--- src/rtl/mem_arbiter_pkg.sv ---
// Constants and encodings shared by the memory arbiter and the two caches.
package mem_arbiter_pkg;

    localparam int MEM_DATA_BITS = 128;
    localparam int BEATS         = 4;

    localparam logic OWN_IC = 1'b0;
    localparam logic OWN_DC = 1'b1;

    typedef enum logic [1:0] {
        IDLE  = 2'd0,
        WDATA = 2'd1,
        RRESP = 2'd2
    } arb_state_t;

endpackage

--- src/rtl/mem_arbiter_rr_pick2.sv ---
// Two-requester round-robin selector: a lone requester always wins, a tie goes
// to the requester named by the priority pointer.
module rr_pick2 (
    input  logic i_ic_val,
    input  logic i_dc_val,
    input  logic i_prio,
    output logic o_winner
);
    import mem_arbiter_pkg::*;

    always_comb begin
        o_winner = i_prio;
        if (i_ic_val && !i_dc_val) begin
            o_winner = OWN_IC;
        end else if (i_dc_val && !i_ic_val) begin
            o_winner = OWN_DC;
        end
    end

endmodule

--- src/rtl/mem_arbiter.sv ---
// Shares the single backing-memory port between the I-cache and D-cache,
// holding the grant for a whole line transaction (request plus all beats).
module mem_arbiter #(
    parameter int MEM_ADDR_BITS = 28,
    parameter int MEM_DATA_BITS = mem_arbiter_pkg::MEM_DATA_BITS,
    parameter int BEATS         = mem_arbiter_pkg::BEATS
) (
    input  logic                       clk,
    input  logic                       reset,

    input  logic                       ic_req_val,
    output logic                       ic_req_rdy,
    input  logic [MEM_ADDR_BITS-1:0]   ic_req_addr,
    output logic                       ic_resp_val,
    output logic [MEM_DATA_BITS-1:0]   ic_resp_data,

    input  logic                       dc_req_val,
    output logic                       dc_req_rdy,
    input  logic [MEM_ADDR_BITS-1:0]   dc_req_addr,
    input  logic                       dc_req_rw,
    input  logic                       dc_req_data_valid,
    output logic                       dc_req_data_ready,
    input  logic [MEM_DATA_BITS-1:0]   dc_req_data_bits,
    input  logic [MEM_DATA_BITS/8-1:0] dc_req_data_mask,
    output logic                       dc_resp_val,
    output logic [MEM_DATA_BITS-1:0]   dc_resp_data,

    output logic                       mem_req_val,
    input  logic                       mem_req_rdy,
    output logic [MEM_ADDR_BITS-1:0]   mem_req_addr,
    output logic                       mem_req_rw,
    output logic                       mem_req_data_valid,
    input  logic                       mem_req_data_ready,
    output logic [MEM_DATA_BITS-1:0]   mem_req_data_bits,
    output logic [MEM_DATA_BITS/8-1:0] mem_req_data_mask,
    input  logic                       mem_resp_val,
    input  logic [MEM_DATA_BITS-1:0]   mem_resp_data
);
    import mem_arbiter_pkg::*;

    localparam int BEAT_BITS = (BEATS > 1) ? $clog2(BEATS) : 1;
    localparam logic [BEAT_BITS-1:0] LAST_BEAT = BEAT_BITS'(BEATS - 1);

    arb_state_t           r_state;
    arb_state_t           w_state_next;
    logic                 r_owner;
    logic                 w_owner_next;
    logic                 r_prio;
    logic                 w_prio_next;
    logic [BEAT_BITS-1:0] r_beat;
    logic [BEAT_BITS-1:0] w_beat_next;

    logic w_winner;
    logic w_win_val;
    logic w_win_rw;
    logic w_idle;
    logic w_wdata;
    logic w_rresp;
    logic w_req_fire;
    logic w_data_fire;
    logic w_resp_beat;
    logic w_last_beat;

    rr_pick2 u_pick (
        .i_ic_val (ic_req_val),
        .i_dc_val (dc_req_val),
        .i_prio   (r_prio),
        .o_winner (w_winner)
    );

    // The I-cache port is read-only, so only a D-cache winner can request a write.
    assign w_win_val = (w_winner == OWN_DC) ? dc_req_val : ic_req_val;
    assign w_win_rw  = (w_winner == OWN_DC) && dc_req_rw;

    assign w_idle  = !reset && (r_state == IDLE);
    assign w_wdata = !reset && (r_state == WDATA);
    assign w_rresp = !reset && (r_state == RRESP);

    assign mem_req_addr      = (w_winner == OWN_DC) ? dc_req_addr : ic_req_addr;
    assign mem_req_rw        = w_win_rw;
    assign mem_req_val       = w_idle && w_win_val;
    assign ic_req_rdy        = w_idle && (w_winner == OWN_IC) && mem_req_rdy;
    assign dc_req_rdy        = w_idle && (w_winner == OWN_DC) && mem_req_rdy;

    assign mem_req_data_bits  = dc_req_data_bits;
    assign mem_req_data_mask  = dc_req_data_mask;
    assign mem_req_data_valid = w_wdata && dc_req_data_valid;
    assign dc_req_data_ready  = w_wdata && mem_req_data_ready;

    // Response data fans out to both caches; only the owner sees a valid beat.
    assign ic_resp_data = mem_resp_data;
    assign dc_resp_data = mem_resp_data;
    assign ic_resp_val  = w_rresp && (r_owner == OWN_IC) && mem_resp_val;
    assign dc_resp_val  = w_rresp && (r_owner == OWN_DC) && mem_resp_val;

    assign w_req_fire  = mem_req_val && mem_req_rdy;
    assign w_data_fire = mem_req_data_valid && dc_req_data_ready;
    assign w_resp_beat = w_rresp && mem_resp_val;
    assign w_last_beat = (r_beat == LAST_BEAT);

    always_ff @(posedge clk or posedge reset) begin
        if (reset) begin
            r_state <= IDLE;
            r_owner <= OWN_IC;
            r_prio  <= OWN_DC;
            r_beat  <= '0;
        end else begin
            r_state <= w_state_next;
            r_owner <= w_owner_next;
            r_prio  <= w_prio_next;
            r_beat  <= w_beat_next;
        end
    end

    // Priority only moves on an actual request fire, so a withdrawn request keeps its turn.
    always_comb begin
        w_state_next = r_state;
        w_owner_next = r_owner;
        w_prio_next  = r_prio;
        w_beat_next  = r_beat;
        case (r_state)
            IDLE: begin
                if (w_req_fire) begin
                    w_owner_next = w_winner;
                    w_prio_next  = ~w_winner;
                    w_beat_next  = '0;
                    w_state_next = w_win_rw ? WDATA : RRESP;
                end
            end
            WDATA: begin
                if (w_data_fire) begin
                    if (w_last_beat) begin
                        w_state_next = IDLE;
                        w_beat_next  = '0;
                    end else begin
                        w_beat_next = r_beat + 1'b1;
                    end
                end
            end
            RRESP: begin
                if (w_resp_beat) begin
                    if (w_last_beat) begin
                        w_state_next = IDLE;
                        w_beat_next  = '0;
                    end else begin
                        w_beat_next = r_beat + 1'b1;
                    end
                end
            end
            default: begin
                w_state_next = IDLE;
            end
        endcase
    end

endmodule

--- config.mk ---
export PLATFORM = sky130hd
export DESIGN_NAME = mem_arbiter
export DESIGN_NICKNAME = d
export VERILOG_FILES = /design/src/rtl/mem_arbiter_pkg.sv /design/src/rtl/mem_arbiter_rr_pick2.sv /design/src/rtl/mem_arbiter.sv
export SDC_FILE = /design/constraint.sdc
export NUM_CORES = 1
export LEC_CHECK = 0
export ABC_AREA = 1
export CAP_MARGIN = 20
export CORE_AREA = 2 2 303 305
export CTS_CLUSTER_SIZE = 28
export DETAILED_ROUTE_END_ITERATION = 10
export DIE_AREA = 0 0 305 307
export GPL_TIMING_DRIVEN = 0
export PLACE_DENSITY_LB_ADDON = 0.15
export SYNTH_ARGS = -nofsm -noshare
export SYNTH_HDL_FRONTEND = slang
export SYNTH_SLANG_ARGS = --single-unit
--- constraint.sdc ---
create_clock -name clk -period 1.9 [get_ports clk]
set_input_delay 0.38 -clock clk [delete_from_list [all_inputs] [get_ports clk]]
set_output_delay 0.38 -clock clk [all_outputs]
set_load 0.05 [all_outputs]
==> results.py <==
metrics = {
    "run_status": {
        "status": "finished with violations",
        "violations": "setup timing",
    },
    "routing": {
        "avgRoutedWirePerCell_um": 11.5,
        "dr_total_vias": 4802,
        "drt-pass1-iter-count": 4,
        "ant_nets": 0,
        "routed_via_density": 2.12,
        "totalWireLength_mm": 26.0,
        "drc": 0,
        "drtIter0Drc": 95,
    },
    "clock_network": {
        "cts_num_sinks": 6,
        "htree_num_levels": 1,
        "cts_buffer_depth": 2,
        "cts_tree": "built",
        "cts_buffers": 3,
        "clkTransAtPathRegs_ps": 30,
        "clkLatencyLatePin_ps": 230,
        "cts-root-buf": "clkbuf_16",
    },
    "finish": {
        "fin_cells": 2260,
        "final_common_cell": "clkdlybuf4s50_1",
        "fin_util_pct": 12.1,
        "drive_gt1_share_pct": 48.6,
        "areaGrowthSynthToFinish_pct": 185,
        "mostFrequentLayoutCells": "clkdlybuf4s50_1 (461), buf_4 (404), nand2_1 (53), nand2_2 (30), buf_6 (21)",
        "num-nets-final": 1416,
        "final_area_um2": 11000,
    },
    "worst_hold_path": {
        "hp-class": "primary input to async pin",
    },
    "yosys": {
        "syn_nets": 904,
        "ys_warn_count": 0,
        "synth-edff-count": 0,
        "synth_seq_area_share_pct": 3.91,
        "synthCells": 562,
        "ys.flop_type": "dfrtp_1",
        "yosys.area.top_type": "buf_4",
        "ys_seq_elements": 6,
        "synth_area_um2": 3870,
        "async_reset_ff_share_pct": 100,
        "ys_types": 22,
        "yosysTopAreaCellShare_pct": 78.0,
        "syn_avg_cell_area_um2": 6.88,
        "synth_area_leaders": "buf_4 (78%), nand2_1 (9.7%), dfrtp_1 (3.2%)",
    },
    "power_and_ir_drop": {
        "intPower_uw": 2800,
        "p_clk_share_pct": 5.4,
        "p_sw_uw": 3690,
        "sw_frac_of_total_pct": 56.9,
        "p_seq_share_pct": 3.7,
        "ir_drop_uv": 471,
        "power.density_nw_per_um2": 589,
        "p_comb_share_pct": 90.9,
        "leakagePower_uw": 0.00474,
    },
    "placement": {
        "place_area_um2": 10400,
        "portBuffers": 500,
        "place_hpwl_mm": 24.4,
        "pre_cts_ws_ps": -1160,
        "dpl.cell_count": 2248,
        "gp_congestion": 0.785,
    },
    "setup_path": {
        "arrival_ps": 1590,
        "critPathMaxStageDelay_ps": 550,
        "cp_cell_sequence": "inv_1, nand2_2, nand2_4, buf_6, buf_12, nand2_2, nand2_2, buf_8",
        "worst_setup_path_start_kind": "flip-flop",
        "r2r-end": "r_state[1]$_DFFE_PP0P_",
        "critPathLaunch": "r_prio$_DFFE_PP1P_",
        "crit_fanout": 10,
        "r2r_start": "r_state[0]$_DFFE_PP0P_",
        "crit_top_cell": "nand2_2",
        "end_kind": "primary output",
        "cp.required_ps": 1520,
        "r2r_slack_ps": 440,
        "crit_type": "flip-flop to primary output",
        "cp_slowest_cell": "dfstp_2",
        "critPathCapture": "mem_req_addr[6]",
        "reg2reg_depth": 8,
    },
    "sta": {
        "layout_setup_ws_ps": -65.3,
        "slew_headroom_pct": 57.8,
        "worst_slew_pin_slew_ps": 630,
        "clock.fmax_ghz": 0.509,
        "fin_crit_ps": 1970,
        "finalSetupViolCount": 28,
        "fin_crit_sh_pct": 103,
        "slew_violations": 0,
        "rsz0062_at_grt": "true",
        "hold_viol": 0,
        "fin_skew_ps": 1.17,
    },
    "floorplanning": {
        "die_h_um": 307,
        "die_area_um2": 93600,
        "ios": 773,
        "rows": 111,
        "start_util_pct": 4.26,
        "chipWidth_um": 305,
        "coreArea_um2": 90700,
    },
    "global_route": {
        "grt_remaining_overflow": 0,
        "grt_usage_pct": 4.94,
        "grt_pass1_vias": 4691,
        "grt_max_degree": 11,
        "grt_antenna_before_repair": 6,
        "grt_pass1_wl_mm": 33.1,
    },
    "flow_run": {
        "maxCapViolCount": 0,
    },
}
==> cell usage after synthesis (2+ instances only) <==
library cell and count:
ha_1 5, nand4_1 2, nor2_1 8, a21oi_1 2
nand2_1 100, buf_2 3, inv_2 2, nor3_1 3
dfrtp_1 5, nand3_1 7, inv_1 13, buf_4 402
==> worst max-delay path, delay by kind of cell, from the launching register on <==
| family | cells | cell delay (ps) |
|---|---|---|
| flip-flops | 1 | 550 |
| buffers and inverters | 4 | 500 |
| AND/OR/NAND/NOR | 4 | 310 |
==> power groups by stage <==
stage	clock network [uW]	registers, uW	logic (uW)
6_report	353	238	5900
5_1_grt	367	249	6180
4_1_cts	358	230	5770
3_5_place_dp	0	228	5270
3_3_place_gp	0	229	5310
2_1_floorplan	0	216	3540
==> metal layers <==
layer	GRT usage, %	wire length, um	vias to the layer above
met5	0	43	-
met4	1.11	498	6
met1	4.17	7380	2102
li1	-	-	2317
met3	2.44	2990	20
met2	10.1	15100	357
==> area by class of cell <==
| type | count | area, um^2 |
|---|---|---|
| fill | 10500 | 79700 |
| timing repair buffer | 507 | 5230 |
| buffer | 406 | 3100 |
| tap | 1186 | 1480 |
| multi-input combinational | 134 | 883 |
| sequential | 6 | 151 |
| clock buffer | 4 | 78.8 |
| inverter | 16 | 75.1 |
| antenna | 1 | 2.50 |
==> through the flow <==
stage          setup TNS (ps)  hold slack (ps)  power, uW
4_1_cts                 -1830              421       6360
5_1_grt                 -3090              486       6790
6_report                -1280              446       6490
3_5_place_dp           -34640              485       5500
3_3_place_gp           -34400              481       5540
2_1_floorplan               0              145       3760
==> registers in the layout, summed over array words and instances (netlist names) <==
register,flops
r_beat,2
r_owner,1
r_prio,1
r_state,2
==> cells by family after synthesis <==
kind of cell               Yosys count  share of synthesized area, %
buffers and inverters              422                          80.3
DFF                                  6                          3.91
and+or+nand+nor                    123                          13.0
AOI/OAI and AO/OA                    6                          1.13
adders and majority gates            5                          1.62
==> worst min path at each step <==
stage	startpoint	end	slack, ps	cells after the start
CTS	reset	r_beat[0]$_DFFE_PP0P_	420	3
finish	reset	r_beat[0]$_DFFE_PP0P_	450	3
floorplan	reset	r_beat[0]$_DFFE_PP0P_	150	1
detailed placement	r_beat[1]$_DFFE_PP0P_	r_beat[1]$_DFFE_PP0P_	490	2
global route	reset	r_beat[0]$_DFFE_PP0P_	490	3
global placement	r_beat[1]$_DFFE_PP0P_	r_beat[1]$_DFFE_PP0P_	480	2
==> timing repair <==
item / CTS / global route
gates cloned: 1 / 2
resized for setup: 339 / 33
setup buffers: 3 / 1
pin swaps: 6 / 7
hold endpoints to repair: 0 / 0
endpoints found under the setup margin: 36 / 36
hold buffers: 0 / 0
Note: power is estimated with default switching activity, not from simulation.
==> patch 1 (config.mk and constraints unchanged) <==
The package constant `BEATS` goes from 4 to 8.
--- a/src/rtl/mem_arbiter_pkg.sv
+++ b/src/rtl/mem_arbiter_pkg.sv
@@ -2,7 +2,7 @@
 package mem_arbiter_pkg;
 
     localparam int MEM_DATA_BITS = 128;
-    localparam int BEATS         = 4;
+    localparam int BEATS         = 8;
 
     localparam logic OWN_IC = 1'b0;
     localparam logic OWN_DC = 1'b1;
Behaviour: same outputs for any inputs over 4 cycles, from zero or initial values and one cycle with reset high; that may be too few to reach the edited logic, so the function may still have changed.
==> patch 1 against the original RTL <==
The run still ends with negative setup slack left. Global-route usage hardly changed. Sequential cell count grew 1. Wire length shrank 0.70%. Register-to-register slack got worse by 0.17 ns. Clock power increased by 3%. Largest cell class unchanged. Sequential power up 15%. Critical endpoint is now mem_req_addr[17]. Power increased by 3.0%. Combinational power increased by 3%. Final area up 1.6%. Highest routed layer unchanged. Final cell count rose by 0.40%. Critical path type unchanged. Largest power group unchanged. Worst setup slack worse by 0.033 ns. Area after synthesis is 1.0% higher. Synthesized cell count is 1.2% higher.
==> patch 1: results (changes against the original RTL) <==
Failing checks: negative setup slack
Post-Syn Nets: 912 (+0.88%)
Nets: 1,425 (+0.64%)
Global-route wire length before repair: 33.3 mm (+0.50%)
Crit-path max FO: 5 (-5)
WHS: 0.292 ns (-0.154 ns)
Fin util: 0.123 (+0.00196)
WL/cell: 11.4 µm (-1.1%)
Synth Instances: 569 (+1.2%)
Iteration-0 DRC Markers: 86 (-9.5%)
Dpl hpwl: 23.9 mm (-2.1%)
Leakage: 4.84 nW (+2.3%)
Reg-to-reg setup timing slack: 0.27 ns (-0.17 ns)
Final WS setup: -0.0982 ns (-0.0329 ns)
Regs by FF count: r_beat: 3 flops, r_state: 2 flops
Dpl ws: -1.48 ns (-0.317 ns)
Setup violators final: 28 (unchanged)
Total negative slack: -1.71 ns (-0.430 ns)
Via-per-instance ratio: 2.10 (-1.1%)
Via count of the routed design: 4,767 (-0.73%)
Initial antenna violation count: 2 (-4)
Adder-Cell Fraction of Synth Area: 0.0192 (+0.00304)
Slew HR: 0.613 (+0.0347)
Placer's final routability congestion estimate: 0.718 (-8.5%)
Post-Place Cell Area: 0.0104 mm² (+0.39%)
Sequential area share after synthesis: 0.0451 (+0.00600)
Proportion of layout cells with a drive suffix above 1: 0.501 (+0.0158)
Synth area leaders: buf_4 (77%), nand2_1 (9.9%), dfrtp_1 (3.8%)
Outcome: finished with violations
==> patch 1: cell count changes after synthesis, sizes merged <==
cell	unedited run	this run
dfrtp	5	6
nand4	2	3
nand2	100	103
inv	16	17
ha	5	6
==> patch 1: path summary, 6_finish.rpt <==
kind / startpoint / to / depth (start not counted)
setup reg to reg: r_state[1] / r_state[1] / 8
hold / removal: reset / r_beat[0] / 2
hold reg to reg: r_beat[2] / r_beat[2] / 2
setup / recovery: r_prio / mem_req_addr[17] / 8
max in group asynchronous: reset / r_prio / 3
min in group clk: r_beat[2] / r_beat[2] / 2
==> patch 1: power breakdown <==
part           internal [mW]  switching (mW)
combinational           2.41            3.64
sequential             0.215          0.0579
clock                  0.277          0.0868
==> patch 1: area by class of cell <==
type,count,area share
clock buffers,3,0.00671
multi-input cells,139,0.0916
repair buffers,508,0.467
flip-flops and latches,7,0.0160
inverters,17,0.00727
plain buffers,406,0.277
diodes,2,0.000447
clock inverters,1,0.000447
well taps,1186,0.133
==> patch 1: kinds of logic (layout without fill, tap and decap cells) <==
family,Yosys count,in the layout
fa+ha+maj,6,6
other cells,0,2
compound gates,6,6
buf+inv,423,935
simple gates,127,127
flops,7,7
==> patch 1: repair_timing <==
item                                    CTS  global route
buffers inserted                          4             1
resized for setup                       356            54
endpoints found under the setup margin   43            34
endpoints found under the hold margin     0             0
pin swaps                                14            16
cloned                                    2             1
==> patch 1: worst max-delay path: cells and delay by family (launching register included) <==
| family | cells | cell delay [ns] |
|---|---|---|
| flops | 1 | 0.56 |
| simple gates | 5 | 0.36 |
| buf+inv | 3 | 0.45 |
==> patch 1: metal layers <==
| metal | GRT usage | up-vias | part of all wire | wire [µm] |
|---|---|---|---|---|
| met5 | 0 | - | 0.00050 | 13 |
| met4 | 0.00414 | 2 | 0.0027 | 70 |
| met3 | 0.0190 | 4 | 0.089 | 2310 |
| met2 | 0.101 | 335 | 0.58 | 15100 |
| met1 | 0.0468 | 2086 | 0.33 | 8410 |
| li1 | - | 2340 | - | - |
==> patch 2 (config.mk and constraints unchanged) <==
Made on the original files. Re-encode `arb_state_t` (3 states) as one-hot, 3 bits wide.
--- a/src/rtl/mem_arbiter_pkg.sv
+++ b/src/rtl/mem_arbiter_pkg.sv
@@ -7,10 +7,10 @@
     localparam logic OWN_IC = 1'b0;
     localparam logic OWN_DC = 1'b1;
 
-    typedef enum logic [1:0] {
-        IDLE  = 2'd0,
-        WDATA = 2'd1,
-        RRESP = 2'd2
+    typedef enum logic [2:0] {
+        IDLE  = 3'b001,
+        WDATA = 3'b010,
+        RRESP = 3'b100
     } arb_state_t;
 
 endpackage
Function: same outputs for any inputs over 4 cycles, from zero or initial values and one cycle with reset high; so few cycles prove little.
==> patch 2 against the original RTL <==
Wire length decreased by 1.6%. Core utilization increased by 0.28 points. Area after synthesis increased by 1.4%. Clock power increased by 13%. Largest cell class unchanged. Worst setup slack got worse by 0.11 ns. Count of clock-buffer cells in the layout decreased by 1. Clock skew increased by 0.0021 ns. Power increased by 5.0%. Sequential cell count increased by 1. Worst hold slack got worse by 0.0022 ns. Sequential power increased by 23%. The flow still finishes with violations (negative setup slack). Final cell count increased by 0.66%. Final area increased by 2.3%.
==> patch 2: results (changes against the original RTL) <==
Synth unique cells: 25 (+14%)
Peak supply drop: 0.000324 V (-31%)
Vias in the first global route: 4,921 (+4.9%)
Outcome: finished with violations
Final WS setup: -0.171 ns (-0.106 ns)
Failing checks: negative setup slack
Post-Syn Nets: 907 (+0.33%)
Clock Latency Late Sink: 0.25 ns (+0.02 ns)
Worst path arrival time: 1.69 ns (+0.10 ns)
Nets: 1,425 (+0.64%)
Worst-Margin Slew: 0.587 ns (-0.0431 ns)
Fill count: 10,463 (+0.096%)
Synth area leaders: buf_4 (77%), nand2_1 (9.6%), dfrtp_1 (3.2%)
Proportion of layout cells with a drive suffix above 1: 0.506 (+0.0200)
Leakage: 4.88 nW (+3.0%)
Setup Skew: 0.00332 ns (+0.00215 ns)
Via-per-instance ratio: 2.14 (+0.91%)
Non-Filler Instances: 2,275 (+0.66%)
Setup violators final: 30 (+7.1%)
Sequential area share after synthesis: 0.0453 (+0.00615)
Post-Place Cell Area: 0.0104 mm² (+0.48%)
Regs by FF count: r_state: 3 flops, r_beat: 2 flops
Iteration-0 DRC Markers: 71 (-25%)
Dpl hpwl: 23.6 mm (-3.4%)
Global-route wire length before repair: 33.4 mm (+0.88%)
## patch 2: worst max-delay path, stage by stage, from the launching register on
cell and delay [ns]:
dfstp_2 0.53, inv_2 0.05, o21ai_4 0.15, nand2_4 0.12, buf_12 0.17, clkbuf_16 0.16, nand2_4 0.06, nand2_4 0.05
buf_8 0.14
## patch 2: layout make-up
| cell class | instances | area (µm²) | share of cell area |
|---|---|---|---|
| Sequential cell | 7 | 178 | 0.0158 |
| Clock buffer | 3 | 75.1 | 0.00667 |
| Multi-Input combinational cell | 139 | 1030 | 0.0917 |
| Inverter | 17 | 78.8 | 0.00700 |
| Clock inverter | 1 | 5.00 | 0.000444 |
| Antenna cell | 3 | 7.51 | 0.000667 |
| Tap cell | 1186 | 1480 | 0.132 |
| Timing Repair Buffer | 513 | 5300 | 0.470 |
| Buffer | 406 | 3100 | 0.276 |
## patch 2: final timing paths
| check | startpoint | end | slack, ns |
|---|---|---|---|
| worst max-delay path | r_prio | mem_req_addr[16] | -0.17 |
| worst min-delay path | reset | r_beat[1] | 0.44 |
| worst max register to register | r_prio | r_prio | 0.35 |
| worst min register to register | r_beat[1] | r_beat[1] | 0.48 |
| max in group asynchronous | reset | r_prio | 1.21 |
| min in group clk | r_beat[1] | r_beat[1] | 0.48 |
## patch 2: report_power, final
part	internal, mW	switching [mW]
Sequential	0.230	0.0620
Combinational	2.45	3.67
Clock	0.280	0.119
Total	2.96	3.85
## patch 2: kinds of logic (layout without fill, tap and decap cells)
logic type,count (synthesis),after routing,share of synthesized area
AO/OA/AOI/OAI,9,9,0.0198
adder cells (fa/ha/maj),1,1,0.00319
buffers and inverters,423,940,0.792
flip-flops,7,7,0.0453
other,0,3,0
AND/OR/NAND/NOR,129,129,0.140
## patch 2: routing by layer
layer / up-vias / routed length [µm] / global-route usage
met5: - / 0 / 0
li1: 2358 / - / -
met1: 2152 / 8550 / 0.0488
met3: 6 / 2410 / 0.0181
met4: 0 / 281 / 0.00794
met2: 362 / 14400 / 0.0972
## patch 2: what timing repair did
item / CTS / global route
setup buffers: 9 / 0
setup endpoints to repair: 40 / 33
resized for setup: 333 / 76
pin swaps: 14 / 16
gates cloned: 3 / 1
## patch 2: stage by stage
step,util,TNS (ns),hold slack (ns),worst slack (ns),total power [mW]
floorplan,-,-0.284,0.162,-0.142,3.90
global placement,0.115,-42.86,0.477,-1.35,5.67
detailed placement,0.115,-42.82,0.471,-1.35,5.62
CTS,0.121,-5.69,0.455,-0.222,6.66
global route,0.124,-6.85,0.480,-0.264,7.18
finish,0.124,-4.32,0.443,-0.171,6.81
